`config.mk`:
```
export PLATFORM = sky130hd
export DESIGN_NAME = ov7670_sensor_emu_flat
export DESIGN_NICKNAME = d
export VERILOG_FILES = /design/src/rtl/ov7670_emu_pkg.sv /design/src/rtl/ov7670_sensor_emu_if.sv /design/src/rtl/ov7670_emu_pixel.sv /design/src/rtl/ov7670_sensor_emu.sv /design/src/flat_wrapper.sv
export SDC_FILE = /design/constraint.sdc
export NUM_CORES = 1
export LEC_CHECK = 0
export BUFFER_PORTS_ARGS = -buffer_cell sky130_fd_sc_hd__buf_4
export CAP_MARGIN = 20
export CORE_ASPECT_RATIO = 0.8
export CORE_UTILIZATION = 40
export DETAILED_ROUTE_END_ITERATION = 8
export MAX_ROUTING_LAYER = met4
export PLACE_DENSITY = 0.61
export SLEW_MARGIN = 40
export SYNTH_ARGS = -nofsm -noshare
export SYNTH_HDL_FRONTEND = slang
export SYNTH_SLANG_ARGS = --single-unit
```
`constraint.sdc`:
```
create_clock -name clk25 -period 4 [get_ports clk25]
set_clock_uncertainty 0.2 [all_clocks]
set_input_delay 0 -clock clk25 [delete_from_list [all_inputs] [get_ports clk25]]
set_output_delay 0 -clock clk25 [all_outputs]
set_load 0.01 [all_outputs]
```
`src/rtl/ov7670_emu_pkg.sv`:
```
// Shared types and constants for the OV7670 sensor emulator.
package ov7670_emu_pkg;

    typedef enum logic [2:0] {IDLE, VSYNC, VBACK, ACTIVE, VFRONT} state_t;

    typedef enum logic [1:0] {PAT_RAMP, PAT_BARS, PAT_XOR, PAT_ALT} pattern_t;

    // RGB565 colour bars, left to right
    localparam logic [15:0] BAR_COLOUR [8] = '{
        16'hFFFF, 16'hFFE0, 16'h07FF, 16'h07E0,
        16'hF81F, 16'hF800, 16'h001F, 16'h0000
    };

endpackage

```
`src/rtl/ov7670_sensor_emu_if.sv`:
```
// Emulated OV7670 video port: run/pattern controls in, sensor pins and frame status out.
interface ov7670_sensor_emu_if;

    logic        en;
    logic [1:0]  pattern;
    logic        pclk;
    logic        vsync;
    logic        href;
    logic [7:0]  d;
    logic        frame_start;
    logic [15:0] frame_cnt;

    modport master (
        input  en, pattern,
        output pclk, vsync, href, d, frame_start, frame_cnt
    );

    modport slave (
        output en, pattern,
        input  pclk, vsync, href, d, frame_start, frame_cnt
    );

endinterface

```
`src/rtl/ov7670_emu_pixel.sv`:
```
// Combinational test-pattern byte generator for the active part of a line.
module ov7670_emu_pixel
    import ov7670_emu_pkg::*;
#(
    parameter int unsigned H_ACTIVE = 640,
    parameter int unsigned BPP      = 2,
    parameter int unsigned HW       = 11
) (
    input  pattern_t        pattern_i,
    input  logic [HW-1:0]   hcnt_i,
    input  logic [7:0]      line_i,
    input  logic [7:0]      frame_lsb_i,
    output logic [7:0]      byte_o
);

    localparam int unsigned BAR_W = H_ACTIVE / 8;

    logic [31:0] px;
    logic [2:0]  bar_idx;
    logic [15:0] colour;
    logic        low_byte;

    always_comb begin
        px       = 32'(hcnt_i) / BPP;
        bar_idx  = 3'(px / BAR_W);
        colour   = BAR_COLOUR[bar_idx];
        // with one byte per pixel only the high byte of each colour is sent
        low_byte = (BPP == 2) && hcnt_i[0];
    end

    always_comb begin
        byte_o = '0;
        unique case (pattern_i)
            PAT_RAMP: byte_o = 8'(hcnt_i);
            PAT_BARS: byte_o = low_byte ? colour[7:0] : colour[15:8];
            PAT_XOR:  byte_o = line_i ^ frame_lsb_i;
            PAT_ALT:  byte_o = hcnt_i[0] ? 8'hAA : 8'h55;
            default:  byte_o = '0;
        endcase
    end

endmodule

```
`src/rtl/ov7670_sensor_emu.sv`:
```
// OV7670 parallel-port transmitter model: pclk = clk25/2, frame/line timing FSM and
// registered vsync/href/d that change only on pclk falling edges.
module ov7670_sensor_emu
    import ov7670_emu_pkg::*;
#(
    parameter int unsigned H_ACTIVE = 640,
    parameter int unsigned H_BLANK  = 144,
    parameter int unsigned V_SYNC   = 3,
    parameter int unsigned V_BACK   = 17,
    parameter int unsigned V_ACTIVE = 480,
    parameter int unsigned V_FRONT  = 10,
    parameter int unsigned BPP      = 2
) (
    input  logic                clk25,
    input  logic                rst_n,
    ov7670_sensor_emu_if.master vid
);

    localparam int unsigned LINE_BEATS = (H_ACTIVE + H_BLANK) * BPP;
    localparam int unsigned HREF_BEATS = H_ACTIVE * BPP;
    localparam int unsigned HW         = $clog2(LINE_BEATS);
    localparam int unsigned V_MAX_A    = (V_SYNC > V_BACK) ? V_SYNC : V_BACK;
    localparam int unsigned V_MAX_B    = (V_ACTIVE > V_FRONT) ? V_ACTIVE : V_FRONT;
    localparam int unsigned V_MAX      = (V_MAX_A > V_MAX_B) ? V_MAX_A : V_MAX_B;
    localparam int unsigned VW         = (V_MAX > 1) ? $clog2(V_MAX) : 1;

    localparam logic [HW-1:0] H_LAST = HW'(LINE_BEATS - 1);
    localparam logic [HW-1:0] H_HREF = HW'(HREF_BEATS);

    state_t      state_q, state_d;
    logic [HW-1:0] hcnt_q, hcnt_d;
    logic [VW-1:0] vcnt_q, vcnt_d;
    logic [VW-1:0] v_last;
    pattern_t    pattern_q;
    logic [15:0] frame_cnt_q;
    logic        pclk_q;
    logic        vsync_q;
    logic        href_q;
    logic [7:0]  d_q;
    logic        frame_start_q;

    logic        beat;
    logic        line_last;
    logic        state_done;
    logic        frame_done;
    logic        latch_pat;
    logic        href_d;
    logic [7:0]  pix_byte;

    // a beat ends on the clk25 edge that drives pclk from 1 to 0
    assign beat       = pclk_q;
    assign line_last  = (hcnt_q == H_LAST);
    assign state_done = line_last && (vcnt_q == v_last);
    assign href_d     = (state_q == ACTIVE) && (hcnt_q < H_HREF);

    always_comb begin
        v_last = '0;
        unique case (state_q)
            VSYNC:   v_last = VW'(V_SYNC - 1);
            VBACK:   v_last = VW'(V_BACK - 1);
            ACTIVE:  v_last = VW'(V_ACTIVE - 1);
            VFRONT:  v_last = VW'(V_FRONT - 1);
            default: v_last = '0;
        endcase
    end

    always_comb begin
        state_d    = state_q;
        hcnt_d     = hcnt_q;
        vcnt_d     = vcnt_q;
        frame_done = 1'b0;
        latch_pat  = 1'b0;
        if (state_q == IDLE) begin
            if (vid.en) begin
                state_d   = VSYNC;
                latch_pat = 1'b1;
            end
        end else begin
            hcnt_d = line_last ? '0 : hcnt_q + HW'(1);
            if (line_last) begin
                vcnt_d = state_done ? '0 : vcnt_q + VW'(1);
            end
            if (state_done) begin
                unique case (state_q)
                    VSYNC:  state_d = VBACK;
                    VBACK:  state_d = ACTIVE;
                    ACTIVE: state_d = VFRONT;
                    VFRONT: begin
                        frame_done = 1'b1;
                        if (vid.en) begin
                            state_d   = VSYNC;
                            latch_pat = 1'b1;
                        end else begin
                            state_d = IDLE;
                        end
                    end
                    default: state_d = IDLE;
                endcase
            end
        end
    end

    ov7670_emu_pixel #(
        .H_ACTIVE (H_ACTIVE),
        .BPP      (BPP),
        .HW       (HW)
    ) u_pixel (
        .pattern_i   (pattern_q),
        .hcnt_i      (hcnt_q),
        .line_i      (8'(vcnt_q)),
        .frame_lsb_i (frame_cnt_q[7:0]),
        .byte_o      (pix_byte)
    );

    // pins reflect the position of the beat just finished, one beat behind the FSM
    always_ff @(posedge clk25 or negedge rst_n) begin
        if (!rst_n) begin
            state_q       <= IDLE;
            hcnt_q        <= '0;
            vcnt_q        <= '0;
            pattern_q     <= PAT_RAMP;
            frame_cnt_q   <= '0;
            pclk_q        <= 1'b0;
            vsync_q       <= 1'b0;
            href_q        <= 1'b0;
            d_q           <= '0;
            frame_start_q <= 1'b0;
        end else begin
            pclk_q        <= ~pclk_q;
            frame_start_q <= 1'b0;
            if (beat) begin
                state_q       <= state_d;
                hcnt_q        <= hcnt_d;
                vcnt_q        <= vcnt_d;
                vsync_q       <= (state_q == VSYNC);
                href_q        <= href_d;
                d_q           <= href_d ? pix_byte : 8'h00;
                frame_start_q <= (state_q == VSYNC) && (hcnt_q == '0) && (vcnt_q == '0);
                if (frame_done) begin
                    frame_cnt_q <= frame_cnt_q + 16'd1;
                end
                if (latch_pat) begin
                    pattern_q <= pattern_t'(vid.pattern);
                end
            end
        end
    end

    assign vid.pclk        = pclk_q;
    assign vid.vsync       = vsync_q;
    assign vid.href        = href_q;
    assign vid.d           = d_q;
    assign vid.frame_start = frame_start_q;
    assign vid.frame_cnt   = frame_cnt_q;

endmodule
```
`src/flat_wrapper.sv`:
```
// flat-port wrapper written by rule: the top's interface ports become plain ports
module ov7670_sensor_emu_flat import ov7670_emu_pkg::*;
#(
    parameter int unsigned H_ACTIVE = 640,
    parameter int unsigned H_BLANK  = 144,
    parameter int unsigned V_SYNC   = 3,
    parameter int unsigned V_BACK   = 17,
    parameter int unsigned V_ACTIVE = 480,
    parameter int unsigned V_FRONT  = 10,
    parameter int unsigned BPP      = 2
)
  (clk25, rst_n, vid_en, vid_pattern, vid_pclk, vid_vsync, vid_href, vid_d, vid_frame_start, vid_frame_cnt);
  ov7670_sensor_emu_if vid_i ();
  input  logic clk25;
  input  logic rst_n;
  input wire logic [$bits(vid_i.en)-1:0] vid_en;
  input wire logic [$bits(vid_i.pattern)-1:0] vid_pattern;
  output wire logic [$bits(vid_i.pclk)-1:0] vid_pclk;
  output wire logic [$bits(vid_i.vsync)-1:0] vid_vsync;
  output wire logic [$bits(vid_i.href)-1:0] vid_href;
  output wire logic [$bits(vid_i.d)-1:0] vid_d;
  output wire logic [$bits(vid_i.frame_start)-1:0] vid_frame_start;
  output wire logic [$bits(vid_i.frame_cnt)-1:0] vid_frame_cnt;
  assign vid_i.en = vid_en;
  assign vid_i.pattern = vid_pattern;
  assign vid_pclk = vid_i.pclk;
  assign vid_vsync = vid_i.vsync;
  assign vid_href = vid_i.href;
  assign vid_d = vid_i.d;
  assign vid_frame_start = vid_i.frame_start;
  assign vid_frame_cnt = vid_i.frame_cnt;
  ov7670_sensor_emu #(.H_ACTIVE(H_ACTIVE), .H_BLANK(H_BLANK), .V_SYNC(V_SYNC), .V_BACK(V_BACK), .V_ACTIVE(V_ACTIVE), .V_FRONT(V_FRONT), .BPP(BPP)) u_core (.clk25(clk25), .rst_n(rst_n), .vid(vid_i));
endmodule
```
==> reports/metrics.cfg, run 1 <==
[placed_design]
place_inst=489
postPlaceCellArea_sq_um=3689
pre_cts_ws_ps=688.6
numPortBuffers=32
hpwl_mm=5.864
routabilityCongestion=0.8227

[timing]
fin_ws_ps=376.8
relSlewSlack=0.4516
setup_tns_ps=0
max_clock_freq_mhz=276.0
finalCritPeriodShare=0.9058
rsz0062_at_grt=false
holdWs_ps=46.45
slew_viol_final=0
tightest_slew_ps=812.3
setup_viol=0
hold_viol=0
period_minus_slack_ps=3623

[power]
p_int_mw=0.6644
pwr-share-comb=0.019
seqPwrFrac=0.621
clockPowerShare=0.359
switching_share=0.2291
peakVddDrop_v=0.0001311
p_per_area_nw_per_um2=224.5
p_leak_nw=1.614
p_sw_mw=0.1974

[synthesis]
async_flop_share=1.000
yosysTopAreaCell=dfrtp_1
synthesis.nets=385
syn_inst=374
synth_area_sq_um=3427
synth_area_leaders=dfrtp_1 (39%), xnor2_1 (7.2%), nand2_1 (2.6%)
ys.flop_type=dfrtp_1
synth-seq-cells=53
ys_types=62
synth_edf_count=0
synth_top_area_frac=0.3870
syn_area_per_cell_sq_um=9.163
synth_warnings=0
yosysSeqAreaShare=0.3870

[critical_path]
rr_startpoint=u_core.hcnt_q[0]
path_max_fanout=15
crit_path_end_kind=flop
cpPeakStageDelay_ps=590
rrSetupSlack_ps=380
crit_required_ps=4010
crit_path_start_kind=flop
reg2reg_depth=8
crit_arrival_ps=3630
path_class=flop to flop
reg2reg_to=u_core.pattern_q[0]
cp_top_family=simple AND/OR/NAND/NOR gates
worstPathCellList=ha_1, nor4b_1, nand3_1, a2111oi_2, and2_4, o2111ai_4, mux2_4, dlygate4sd3_1
critPathSlowestCell=dfrtp_1
cp.buffers_inverters=1

[global_route]
grt_pass1_vias=2615
grt_max_degree=54
grt_pass1_wl_mm=13.87
grt-ovfl-total=0
antenna_found_initial=0
grtUsageTotal=0.2019

[floorplan]
die_w_microns=105.5
dieArea_sq_um=8944
rows=29
coreArea_sq_um=8128
die_h_microns=84.79
num_io_pins=33
start_util=0.4216

[clocking]
cts_tree=yes
clk_latency_ps=320
numCtsBuffers=5
cts_sinks=53
cts.path.max_buffers=2
cts_root_buffer=clkbuf_8
htree_levels=2
clk_pin_slew_worst_paths_ps=110
cts_setup_buffers=0

[route]
first_pass_iters=5
initialDrtViolationCount=193
drt-total-wl_mm=8.263
vias_per_cell=5.801
vias=2918
ant_nets=0
wl_per_cell_microns=16.43
drcViolationCount=0

[cells_and_area]
stdcell_count=503
drive_above_1_share=0.1418
diodes=0
area_delta_synth_final_pct=12.01
final_nets=405
postLayoutCellArea_sq_um=3839

[status]
run_status=finished, final reports clean

[flow_run]
cap_violations=0

[hold_path]
min_path_type=input pin to asynchronous set/reset pin

-- placed cells by master, fill, tap and decap left out, types with 5 or more instances in the layout --
master,count
a22o_1,7
nand2b_1,5
ha_1,6
clkbuf_8,5
dfrtp_1,53
nor2b_1,8
a21oi_1,13
nor3_1,14
nand3_1,16
inv_1,13
xnor2_1,28
nor2_1,19
and3_1,14
o21ai_0,15
nand2_1,24
nand4_1,14
buf_4,37
dlygate4sd3_1,6
a31oi_1,8
and2_1,6
-- routing by layer --
| metal | vias to the layer above | global-route usage | wire [microns] |
|---|---|---|---|
| met4 | 0 | 0.04225 | 39 |
| met5 | - | - | 0 |
| met2 | 101 | 0.2751 | 3463 |
| met3 | 7 | 0.03261 | 428 |
| li1 | 1415 | - | - |
| met1 | 1395 | 0.3087 | 4332 |
-- logic make-up (layout without fill, tap and decap cells) --
| kind of cell | Yosys count | in the layout | synth area share |
|---|---|---|---|
| AO/OA/AOI/OAI | 82 | 82 | 0.1734 |
| buffers and inverters | 43 | 64 | 0.05841 |
| XOR/XNOR | 32 | 32 | 0.08178 |
| multiplexers | 7 | 7 | 0.02811 |
| flip-flops | 53 | 53 | 0.3870 |
| adder cells (fa/ha/maj) | 8 | 8 | 0.02775 |
| AND/OR/NAND/NOR | 149 | 149 | 0.2435 |
-- cells in the mapped netlist, types with 5 or more instances --
cell type / number
a22o_1: 7
dfrtp_1: 53
xnor2_1: 28
clkbuf_1: 23
nor2_1: 19
nor2b_1: 8
inv_1: 13
ha_1: 6
nor3_1: 14
nand2b_1: 5
nand2_1: 24
o21ai_0: 15
a31oi_1: 8
nand3_1: 16
nand4_1: 14
and3_1: 14
buf_6: 5
a21oi_1: 13
and2_1: 7
-- state kept, by name (all words and copies together), names as in the netlist --
register	count
u_core.vid.vsync	1
u_core.vid.pclk	1
u_core.vid.frame_cnt	16
u_core.hcnt_q	11
u_core.pattern_q	2
u_core.vid.frame_start	1
u_core.vcnt_q	9
u_core.state_q	3
u_core.vid.d	8
u_core.vid.href	1
-- how the worst max path moves through the flow --
stage / to / from / cells after the start / slack [ps]
floorplan: u_core.vid.d[6] / u_core.hcnt_q[8] / 10 / 1220
global placement: u_core.vid.d[6] / u_core.hcnt_q[8] / 8 / 840
detailed placement: u_core.vid.frame_cnt[1] / u_core.hcnt_q[0] / 7 / 690
CTS: u_core.pattern_q[0] / u_core.hcnt_q[0] / 8 / 170
global route: u_core.pattern_q[1] / u_core.hcnt_q[0] / 8 / 70
finish: u_core.pattern_q[0] / u_core.hcnt_q[0] / 8 / 380
-- timing repair --
action / in CTS / in global routing
resized for setup: 0 / 2
setup endpoints to repair: 0 / 2
hold buffers: 6 / 0
endpoints found under the hold margin: 56 / 0
-- area by class of cell --
type,instances,area [sq um]
fill,775,4289
sequential,53,1326
multi-input combinational,278,1903
clock buffer,6,72.57
clock inverter,2,15.01
timing repair buffer,43,337.8
tap,108,135.1
inverter,13,48.80
-- per-stage QoR --
step / total power, mW / utilization
6_report: 0.8618 / 0.4723
5_1_grt: 0.8941 / 0.4723
4_1_cts: 0.8706 / 0.4720
3_5_place_dp: 0.5606 / 0.4538
3_3_place_gp: 0.5605 / 0.4538
2_1_floorplan: 0.5462 / -
-- power groups by stage --
stage	clock network, mW	registers, mW	logic, mW
after floorplan	0	0.546	0.000112
after global placement	0	0.546	0.0146
after detailed placement	0	0.546	0.0146
after CTS	0.317	0.535	0.0177
after global routing	0.339	0.536	0.0196
final	0.310	0.535	0.0166
(Power assumes the default switching activity.)
==> inputs of run 2 (changes only) <==
--- a/config.mk
+++ b/config.mk
@@ -5,13 +5,14 @@
 export SDC_FILE = /design/constraint.sdc
 export NUM_CORES = 1
 export LEC_CHECK = 0
-export BUFFER_PORTS_ARGS = -buffer_cell sky130_fd_sc_hd__buf_4
+export BUFFER_PORTS_ARGS = -buffer_cell sky130_fd_sc_hd__buf_2
 export CAP_MARGIN = 20
 export CORE_ASPECT_RATIO = 0.8
 export CORE_UTILIZATION = 40
 export DETAILED_ROUTE_END_ITERATION = 8
 export MAX_ROUTING_LAYER = met4
 export PLACE_DENSITY = 0.61
+export REMOVE_ABC_BUFFERS = 1
 export SLEW_MARGIN = 40
 export SYNTH_ARGS = -nofsm -noshare
 export SYNTH_HDL_FRONTEND = slang
==> reports/metrics.cfg, run 2 (synthesis results as in run 1) <==
[status]
run_status=finished, final reports clean

[cells_and_area]
final_common_cell=dfrtp_1
drive_above_1_share=0.1414
largest_reg_flops=16
final_nets=406
most-common-layout-cells=dfrtp_1 (53), buf_2 (32), xnor2_1 (28), nand2_1 (24), nor2_1 (19)
diodes=0
area_delta_synth_final_pct=9.821

[global_route]
grt_pass1_vias=2720
grt-ovfl-total=0
grtUsageTotal=0.2052
grt_max_degree=54
antenna_found_initial=0
grt_pass1_wl_mm=14.15

[floorplan]
die_w_microns=105.5
dieArea_sq_um=8944
die_h_microns=84.79
rows=29
coreArea_sq_um=8128
num_io_pins=33
start_util=0.4216

[route]
vias_per_cell=5.728
drcViolationCount=0
vias=2887
drt-total-wl_mm=8.370
ant_nets=0
first_pass_iters=5
initialDrtViolationCount=189
wl_per_cell_microns=16.61

[timing]
rsz0062_at_grt=false
hold_viol=0
period_minus_slack_ps=3651
tightest_slew_ps=708.2
relSlewSlack=0.5219
finalCritPeriodShare=0.9127
setup_viol=0
slew_viol_final=0
setup_tns_ps=0
max_clock_freq_mhz=273.9

[critical_path]
cpPeakStageDelay_ps=590
crit_required_ps=4000
crit_arrival_ps=3650
path_max_fanout=13
worstPathCellList=ha_1, nor4b_1, nand3_1, a2111oi_2, and2_1, o2111ai_4, mux2_4, dlygate4sd3_1
crit_path_start_kind=flop
crit_path_end_kind=flop
critPathSlowestCell=dfrtp_1
path_class=flop to flop

[power]
peakVddDrop_v=0.0001566
p_per_area_nw_per_um2=227.9
p_total_mw=0.8577
p_leak_nw=1.614

[placed_design]
numPortBuffers=32
routabilityCongestion=0.8295
hpwl_mm=5.990

[clocking]
cts_sinks=53
clk_pin_slew_worst_paths_ps=110
cts.path.max_buffers=2
cts_root_buffer=clkbuf_8
htree_levels=2
clk_latency_ps=310
cts_setup_buffers=0
numCtsBuffers=5
cts_tree=yes

[flow_run]
cap_violations=0

[hold_path]
min_path_type=input pin to asynchronous set/reset pin

run 2: what timing repair did:
action                                 in CTS  in global routing
hold buffers                                6                  0
setup endpoints to repair                   0                  0
gates resized for setup                     0                  0
endpoints found under the hold margin      56                  0
run 2: layer usage:
metal / share of wire / vias to the layer above / global-route usage
met5: 0 / - / -
met4: 0.012 / 0 / 0.04994
met3: 0.042 / 8 / 0.03028
met2: 0.43 / 77 / 0.2901
met1: 0.51 / 1395 / 0.3047
li1: - / 1407 / -
run 2: worst max-delay path: cells and delay by family (launching register included):
family | cells | cell delay (ps)
AOI/OAI and AO/OA | 2 | 540
adders and majority gates | 1 | 280
muxes | 1 | 320
and+or+nand+nor | 3 | 1050
buffers and inverters | 1 | 560
DFF | 1 | 590
run 2: per-stage QoR:
| step | hold slack, ps | util | cell area, sq um | instances | setup WS (ps) |
|---|---|---|---|---|---|
| 2_1_floorplan | -495.6 | - | 3276 | 344 | 1060 |
| 3_3_place_gp | -28.17 | 0.4449 | 3616 | 490 | 959.0 |
| 3_5_place_dp | -25.53 | 0.4449 | 3616 | 490 | 823.6 |
| 4_1_cts | 164.2 | 0.4631 | 3764 | 504 | 359.4 |
| 5_1_grt | 198.7 | 0.4631 | 3764 | 504 | 49.62 |
| 6_report | 123.9 | 0.4631 | 3764 | 504 | 349.3 |
run 2: layout make-up:
type | count | area [sq um]
clock buffers | 6 | 72.57
clock inverters | 2 | 15.01
fillers | 797 | 4364
inverters | 13 | 48.80
multi-input cells | 278 | 1901
flip-flops and latches | 53 | 1326
well taps | 108 | 135.1
repair buffers | 44 | 265.3
run 2: worst paths after layout:
kind / start / endpoint / slack, ps / cells past startpoint
setup / recovery: u_core.hcnt_q[0] / u_core.pattern_q[1] / 350 / 8
hold / removal: rst_n / u_core.vid.href / 120 / 3
setup reg to reg: u_core.hcnt_q[0] / u_core.pattern_q[1] / 350 / 8
hold reg to reg: u_core.vid.frame_cnt[15] / u_core.vid.frame_cnt[15] / 270 / 1
max in group asynchronous: rst_n / u_core.hcnt_q[3] / 2990 / 3
min in group clk25: u_core.vid.frame_cnt[15] / u_core.vid.frame_cnt[15] / 270 / 1
run 2: report_power, final:
group	leakage [nW]	total (mW)	internal [mW]	switching (mW)
Sequential	0.716	0.535	0.535	0
Combinational	0.861	0.0161	0.00464	0.0114
Clock	0.0374	0.306	0.124	0.182
Total	1.61	0.858	0.664	0.194
